File: src/rtl/riscv_core_dcache_axi_bridge.sv
// D-cache memory-side bridge: line fills become single-beat 256-bit AXI reads and
// write-through stores become single-beat strobed AXI writes, each ending in a done pulse.
module riscv_core_dcache_axi_bridge #(
  parameter int ADDR_WIDTH      = 64,
  parameter int CORE_DATA_WIDTH = 64,
  parameter int AXI_DATA_WIDTH  = 256
) (
  input  logic                        i_clk,
  input  logic                        i_rst,
  input  logic                        i_mem_read_req,
  input  logic [ADDR_WIDTH-1:0]       i_mem_read_address,
  output logic                        o_mem_read_done,
  output logic [AXI_DATA_WIDTH-1:0]   o_mem_read_data,
  input  logic                        i_mem_write_valid,
  input  logic [CORE_DATA_WIDTH-1:0]  i_mem_write_data,
  input  logic [ADDR_WIDTH-1:0]       i_mem_write_address,
  input  logic [7:0]                  i_mem_write_strobe,
  output logic                        o_mem_write_done,
  output logic                        o_mem_error,
  output logic                        o_axi_arvalid,
  input  logic                        i_axi_arready,
  output logic [ADDR_WIDTH-1:0]       o_axi_araddr,
  input  logic                        i_axi_rvalid,
  output logic                        o_axi_rready,
  input  logic [AXI_DATA_WIDTH-1:0]   i_axi_rdata,
  input  logic [1:0]                  i_axi_rresp,
  output logic                        o_axi_awvalid,
  input  logic                        i_axi_awready,
  output logic [ADDR_WIDTH-1:0]       o_axi_awaddr,
  output logic                        o_axi_wvalid,
  input  logic                        i_axi_wready,
  output logic [AXI_DATA_WIDTH-1:0]   o_axi_wdata,
  output logic [AXI_DATA_WIDTH/8-1:0] o_axi_wstrb,
  input  logic                        i_axi_bvalid,
  output logic                        o_axi_bready,
  input  logic [1:0]                  i_axi_bresp
);

  // Every transaction is one full-line beat: LEN=0, SIZE=5 (32 bytes), BURST=INCR.
  localparam logic [7:0] AXI_LEN     = 8'd0;
  localparam logic [2:0] AXI_SIZE    = 3'd5;
  localparam logic [1:0] AXI_BURST   = 2'b01;
  localparam int         STRB_WIDTH  = AXI_DATA_WIDTH / 8;
  localparam int         OFFSET_BITS = int'(AXI_SIZE);

  if (STRB_WIDTH != (1 << OFFSET_BITS) || AXI_LEN != 8'd0 || AXI_BURST != 2'b01) begin : g_bad_config
    $error("AXI_DATA_WIDTH must match a single-beat INCR transfer of size AXI_SIZE");
  end

  typedef enum logic [2:0] {
    IDLE,
    RD_ADDR,
    RD_DATA,
    WR_REQ,
    WR_RESP,
    DONE_RD,
    DONE_WR
  } state_e;

  state_e state_q, state_d;

  logic arvalid_q, arvalid_d;
  logic rready_q, rready_d;
  logic awvalid_q, awvalid_d;
  logic wvalid_q, wvalid_d;
  logic bready_q, bready_d;
  logic read_done_q, read_done_d;
  logic write_done_q, write_done_d;
  logic error_q, error_d;

  logic load_read;
  logic load_write;
  logic capture_rdata;

  logic [ADDR_WIDTH-1:0]     araddr_q;
  logic [ADDR_WIDTH-1:0]     awaddr_q;
  logic [AXI_DATA_WIDTH-1:0] wdata_q;
  logic [STRB_WIDTH-1:0]     wstrb_q;
  logic [AXI_DATA_WIDTH-1:0] rdata_q;

  // Lane placement of the store within the line; lanes shifted past the top are dropped.
  logic [OFFSET_BITS-1:0]    write_offset;
  logic [ADDR_WIDTH-1:0]     line_awaddr;
  logic [STRB_WIDTH-1:0]     lane_wstrb;
  logic [AXI_DATA_WIDTH-1:0] lane_wdata;

  assign write_offset = i_mem_write_address[OFFSET_BITS-1:0];
  assign line_awaddr  = {i_mem_write_address[ADDR_WIDTH-1:OFFSET_BITS], OFFSET_BITS'(0)};
  assign lane_wstrb   = STRB_WIDTH'(i_mem_write_strobe) << write_offset;
  assign lane_wdata   = AXI_DATA_WIDTH'(i_mem_write_data) << {write_offset, 3'b000};

  // Only the SLVERR/DECERR bit of each response matters to the controller.
  logic unused_resp_lsbs;
  assign unused_resp_lsbs = i_axi_rresp[0] ^ i_axi_bresp[0];

  always_comb begin
    // NOTE: every combinational output gets a default first so no path can infer a latch.
    state_d       = state_q;
    arvalid_d     = arvalid_q;
    rready_d      = rready_q;
    awvalid_d     = awvalid_q;
    wvalid_d      = wvalid_q;
    bready_d      = bready_q;
    read_done_d   = 1'b0;
    write_done_d  = 1'b0;
    error_d       = 1'b0;
    load_read     = 1'b0;
    load_write    = 1'b0;
    capture_rdata = 1'b0;

    unique case (state_q)
      IDLE: begin
        if (i_mem_read_req) begin
          state_d   = RD_ADDR;
          arvalid_d = 1'b1;
          load_read = 1'b1;
        end else if (i_mem_write_valid) begin
          state_d    = WR_REQ;
          awvalid_d  = 1'b1;
          wvalid_d   = 1'b1;
          load_write = 1'b1;
        end
      end
      RD_ADDR: begin
        if (i_axi_arready) begin
          arvalid_d = 1'b0;
          rready_d  = 1'b1;
          state_d   = RD_DATA;
        end
      end
      RD_DATA: begin
        if (i_axi_rvalid) begin
          rready_d      = 1'b0;
          capture_rdata = 1'b1;
          read_done_d   = 1'b1;
          error_d       = i_axi_rresp[1];
          state_d       = DONE_RD;
        end
      end
      WR_REQ: begin
        // AW and W retire independently; leave only once neither is outstanding.
        if (i_axi_awready) awvalid_d = 1'b0;
        if (i_axi_wready)  wvalid_d  = 1'b0;
        if (!awvalid_d && !wvalid_d) begin
          bready_d = 1'b1;
          state_d  = WR_RESP;
        end
      end
      WR_RESP: begin
        if (i_axi_bvalid) begin
          bready_d     = 1'b0;
          write_done_d = 1'b1;
          error_d      = i_axi_bresp[1];
          state_d      = DONE_WR;
        end
      end
      // Requests are not sampled here: the controller drops them on seeing done.
      DONE_RD, DONE_WR: state_d = IDLE;
      default:          state_d = IDLE;
    endcase
  end

  always_ff @(posedge i_clk or posedge i_rst) begin
    // NOTE: sequential state uses non-blocking assignments so all flops update together.
    if (i_rst) begin
      state_q      <= IDLE;
      arvalid_q    <= 1'b0;
      rready_q     <= 1'b0;
      awvalid_q    <= 1'b0;
      wvalid_q     <= 1'b0;
      bready_q     <= 1'b0;
      read_done_q  <= 1'b0;
      write_done_q <= 1'b0;
      error_q      <= 1'b0;
    end else begin
      state_q      <= state_d;
      arvalid_q    <= arvalid_d;
      rready_q     <= rready_d;
      awvalid_q    <= awvalid_d;
      wvalid_q     <= wvalid_d;
      bready_q     <= bready_d;
      read_done_q  <= read_done_d;
      write_done_q <= write_done_d;
      error_q      <= error_d;
    end
  end

  // Payload registers only load on entry to a transaction, so they stay stable under valid.
  always_ff @(posedge i_clk or posedge i_rst) begin
    if (i_rst) begin
      araddr_q <= '0;
      awaddr_q <= '0;
      wdata_q  <= '0;
      wstrb_q  <= '0;
      rdata_q  <= '0;
    end else begin
      if (load_read) araddr_q <= i_mem_read_address;
      if (load_write) begin
        awaddr_q <= line_awaddr;
        wdata_q  <= lane_wdata;
        wstrb_q  <= lane_wstrb;
      end
      if (capture_rdata) rdata_q <= i_axi_rdata;
    end
  end

  assign o_axi_arvalid    = arvalid_q;
  assign o_axi_araddr     = araddr_q;
  assign o_axi_rready     = rready_q;
  assign o_axi_awvalid    = awvalid_q;
  assign o_axi_awaddr     = awaddr_q;
  assign o_axi_wvalid     = wvalid_q;
  assign o_axi_wdata      = wdata_q;
  assign o_axi_wstrb      = wstrb_q;
  assign o_axi_bready     = bready_q;
  assign o_mem_read_done  = read_done_q;
  assign o_mem_read_data  = rdata_q;
  assign o_mem_write_done = write_done_q;
  assign o_mem_error      = error_q;

endmodule
File: config.mk
export PLATFORM = sky130hd
export DESIGN_NAME = riscv_core_dcache_axi_bridge
export DESIGN_NICKNAME = d
export VERILOG_FILES = /design/src/rtl/riscv_core_dcache_axi_bridge.sv
export SDC_FILE = /design/constraint.sdc
export NUM_CORES = 1
export LEC_CHECK = 0
export BUFFER_PORTS_ARGS = -buffer_cell sky130_fd_sc_hd__buf_2
export CAP_MARGIN = 20
export CORE_AREA = 2 2 445 447
export CTS_BUF_LIST = sky130_fd_sc_hd__clkbuf_8
export DETAILED_ROUTE_END_ITERATION = 12
export DIE_AREA = 0 0 447 449
export PLACE_DENSITY_LB_ADDON = 0.25
export SYNTH_ARGS = -nofsm -noshare
export SYNTH_HDL_FRONTEND = slang
export SYNTH_SLANG_ARGS = --single-unit
File: constraint.sdc
create_clock -name i_clk -period 19.65 [get_ports i_clk]
set_input_delay 0.9825 -clock i_clk [delete_from_list [all_inputs] [get_ports i_clk]]
set_output_delay 0.9825 -clock i_clk [all_outputs]
set_load 0.02 [all_outputs]
==> flow_metrics.tcl <==
set metrics [dict create \
    power_frac_comb_pct 42.5 \
    layout.cells.non_filler 6376 \
    worst_slew_pin_slew_ps 1170 \
    crit_path_frequent_cell "buf_4" \
    grt_max_degree 144 \
    placed_cells 6079 \
    routed_wl_um 203000 \
    nets 4060 \
    seq_area_um2 17000 \
    synthTopCellsByCount "678 x dfrtp_1, 391 x nand2_1, 390 x mux2_2" \
    synth.most_common_cell "dfrtp_1" \
    drtIter0Drc 1889 \
    rsz0062_at_grt "false" \
    critPathRequiredTime_ps 20540 \
    max_cap_violations 0 \
    cts_root_buf "clkbuf_8" \
    clock_latency_ps 930 \
    synth-simple-area-share_pct 8.95 \
    final.fill_count 21700 \
    async_flop_share_pct 100 \
    drive_gt1_share_pct 49.7 \
    die_area_um2 201000 \
    fin_crit_ps 4860 \
    cp_max_fo 133 \
    synth_flop_cell "dfrtp_1" \
    io-pin-count 1149 \
    grt_pass1_wl_um 263000 \
    ir_worst_vdd_uv 83.6 \
    viasPerCell 4.12 \
    intPower_mw 3.91 \
    end_kind "async pin" \
    switching_share_pct 45.7 \
    cpPeakStageDelay_ps 860 \
    overflow 0 \
    synth_top_area_share_pct 58.1 \
    p_seq_share_pct 34.4 \
    slew_headroom_pct 19.8 \
    p_per_area_nw_per_um2 175 \
    clockPowerShare_pct 23.1 \
    ys_seq_area_share_pct 58.1 \
    antenna_found_initial 148 \
    post_cts_buffers 0 \
    cts_buffers 148 \
    numPortBuffers 1141 \
    power.leakage_nw 19.7 \
    yosysTopAreaCell "dfrtp_1" \
    startpoint_type "primary input" \
    synthMuxAreaShare_pct 18.3 \
    report.final.slew_viol_count 0 \
    hold_viol 0 \
    cts_sinks 678 \
    dpl.hpwl_um 164000 \
    setup-violations-final 0 \
    gp_congestion 0.975 \
    wl_per_cell_um 31.8 \
    holdCritPathClass "in -> reg" \
    synth-seq-cells 678 \
    die_h_um 449 \
    first_global_vias 26100 \
    rows 163 \
    h-tree-depth 4 \
    max_freq_mhz 206 \
    status "finished, final reports clean" \
    initial_core_util_pct 14.9 \
    drcViolationCount 0 \
    critPathSlowestCell "buf_4" \
    synth_cell_types 57 \
    synth_compound_area_share_pct 11.5 \
    firstDrtPassIters 5 \
    synth_fa_ha_area_share_pct 0 \
    multi_input_area_um2 11500 \
    synth_area_leaders "dfrtp_1 58%, mux2_2 15%, nand2_1 5.0%, mux2i_1 2.7%, o21ai_0 2.6%" \
    syn_avg_cell_area_um2 12.0 \
    cts_resized 0 \
    clock_path_buffers 3 \
    tritoncts "yes" \
    finClkSkew_ps 57.8 \
    syn2layout_area_growth_pct 40.8 \
    die_w_um 447 \
    path_class "in -> async" \
    core_area_um2 196000 \
    fin_crit_sh_pct 24.7 \
    p_sw_mw 3.29 \
    grt_usage_pct 19.7 \
    setup-tns-final_ps 0 \
    synth_top_family_by_area "multiplexers" \
    cts.clk_slew.worst_paths_ps 60 \
    synth_edf_count 0 \
    ctsHoldBuffers 0 \
    synth_xor_area_share_pct 0 \
    cp_data_arrival_time_ps 5750 \
    crit_chain "buf_2 -> clkinvlp_4 -> buf_4 -> buf_12 -> buf_4 -> buf_4 -> buf_4" \
    vias 26300 \
    synth_cells 2426 \
    yosys_warnings 0 \
    synth_area_um2 29200 \
    ant_nets 0 \
]
## logic make-up after synthesis
| family | after synthesis |
|---|---|
| flip-flops | 678 |
| AND/OR/NAND/NOR | 586 |
| AO/OA/AOI/OAI | 488 |
| multiplexers | 477 |
| buffers and inverters | 196 |
| other | 1 |
## worst paths after layout
kind / to / from / slack (ps) / depth (start not counted)
max: o_axi_araddr[9]$_DFFE_PP0P_ / i_rst / 14790 / 7
min: o_axi_awaddr[49]$_DFFE_PP0P_ / i_mem_write_address[49] / 240 / 3
max reg2reg: o_axi_wdata[197]$_DFFE_PP0P_ / state_q[2]$_DFFE_PP0P_ / 16050 / 6
min reg2reg: o_axi_wstrb[10]$_DFFE_PP0P_ / o_axi_wstrb[10]$_DFFE_PP0P_ / 470 / 2
max in group i_clk: o_axi_wdata[197]$_DFFE_PP0P_ / state_q[2]$_DFFE_PP0P_ / 16050 / 6
min in group asynchronous: o_axi_awaddr[6]$_DFFE_PP0P_ / i_rst / 260 / 2
## flip-flops by register name, summed over array words and instances (netlist names)
signal / count
o_axi_araddr: 64
o_axi_arvalid: 1
o_axi_awaddr: 59
o_axi_awvalid: 1
o_axi_bready: 1
o_axi_rready: 1
o_axi_wdata: 256
o_axi_wstrb: 32
o_axi_wvalid: 1
o_mem_error: 1
o_mem_read_data: 256
o_mem_read_done: 1
o_mem_write_done: 1
state_q: 3
## power by group through the flow
| stage | combinational, mW | sequential (mW) | clock, mW |
|---|---|---|---|
| 4_1_cts | 3.16 | 2.47 | 1.73 |
| 6_report | 3.06 | 2.48 | 1.66 |
| 2_1_floorplan | 0.847 | 3.15 | 0 |
| 3_3_place_gp | 3.16 | 2.48 | 0 |
| 3_5_place_dp | 3.16 | 2.49 | 0 |
| 5_1_grt | 3.23 | 2.56 | 1.79 |
## worst max-delay path, delay by kind of cell
kind	cells	cell delay, ps
buffers and inverters	7	4490
## per-stage QoR
stage / utilization, % / area [um2] / hold slack (ps) / power (mW) / setup slack (ps)
2_1_floorplan: - / 29200 / 569 / 3.99 / 9390
3_3_place_gp: 19.3 / 37900 / 453 / 5.64 / 13560
3_5_place_dp: 19.4 / 38000 / 454 / 5.65 / 13540
4_1_cts: 20.9 / 41000 / 125 / 7.37 / 14540
5_1_grt: 20.9 / 41100 / 161 / 7.58 / 14100
6_report: 21.0 / 41100 / 241 / 7.21 / 14790
## cell type report
| class | instances | area share [%] |
|---|---|---|
| antenna | 35 | 0.213 |
| clock buffer | 176 | 5.89 |
| clock inverter | 84 | 1.51 |
| inverter | 11 | 0.109 |
| multi-input combinational | 1556 | 27.9 |
| sequential | 678 | 41.2 |
| tap | 2640 | 8.03 |
| timing repair buffer | 1196 | 15.1 |
## cell usage in the layout (no fill, tap or decap), drive strengths merged, types with 33 or more instances in the layout
cell type	synthesis	routed
a221o	33	33
a221oi	36	36
a22oi	66	66
buf	94	1196
clkbuf	91	176
dfrtp	678	678
diode	0	35
inv	9	69
mux2	390	390
mux2i	80	80
nand2	391	391
nor2	84	84
o21ai	170	170
## routing by layer
metal	vias up	routed length (um)	part of all wire [%]	global-route usage, %
li1	11200	-	-	-
met1	13400	77400	38	22.8
met2	1238	106000	52	35.8
met3	403	14000	6.9	5.33
met4	52	5440	2.7	4.51
met5	-	344	0.17	0
No activity file was read; power rests on OpenSTA's default activity.
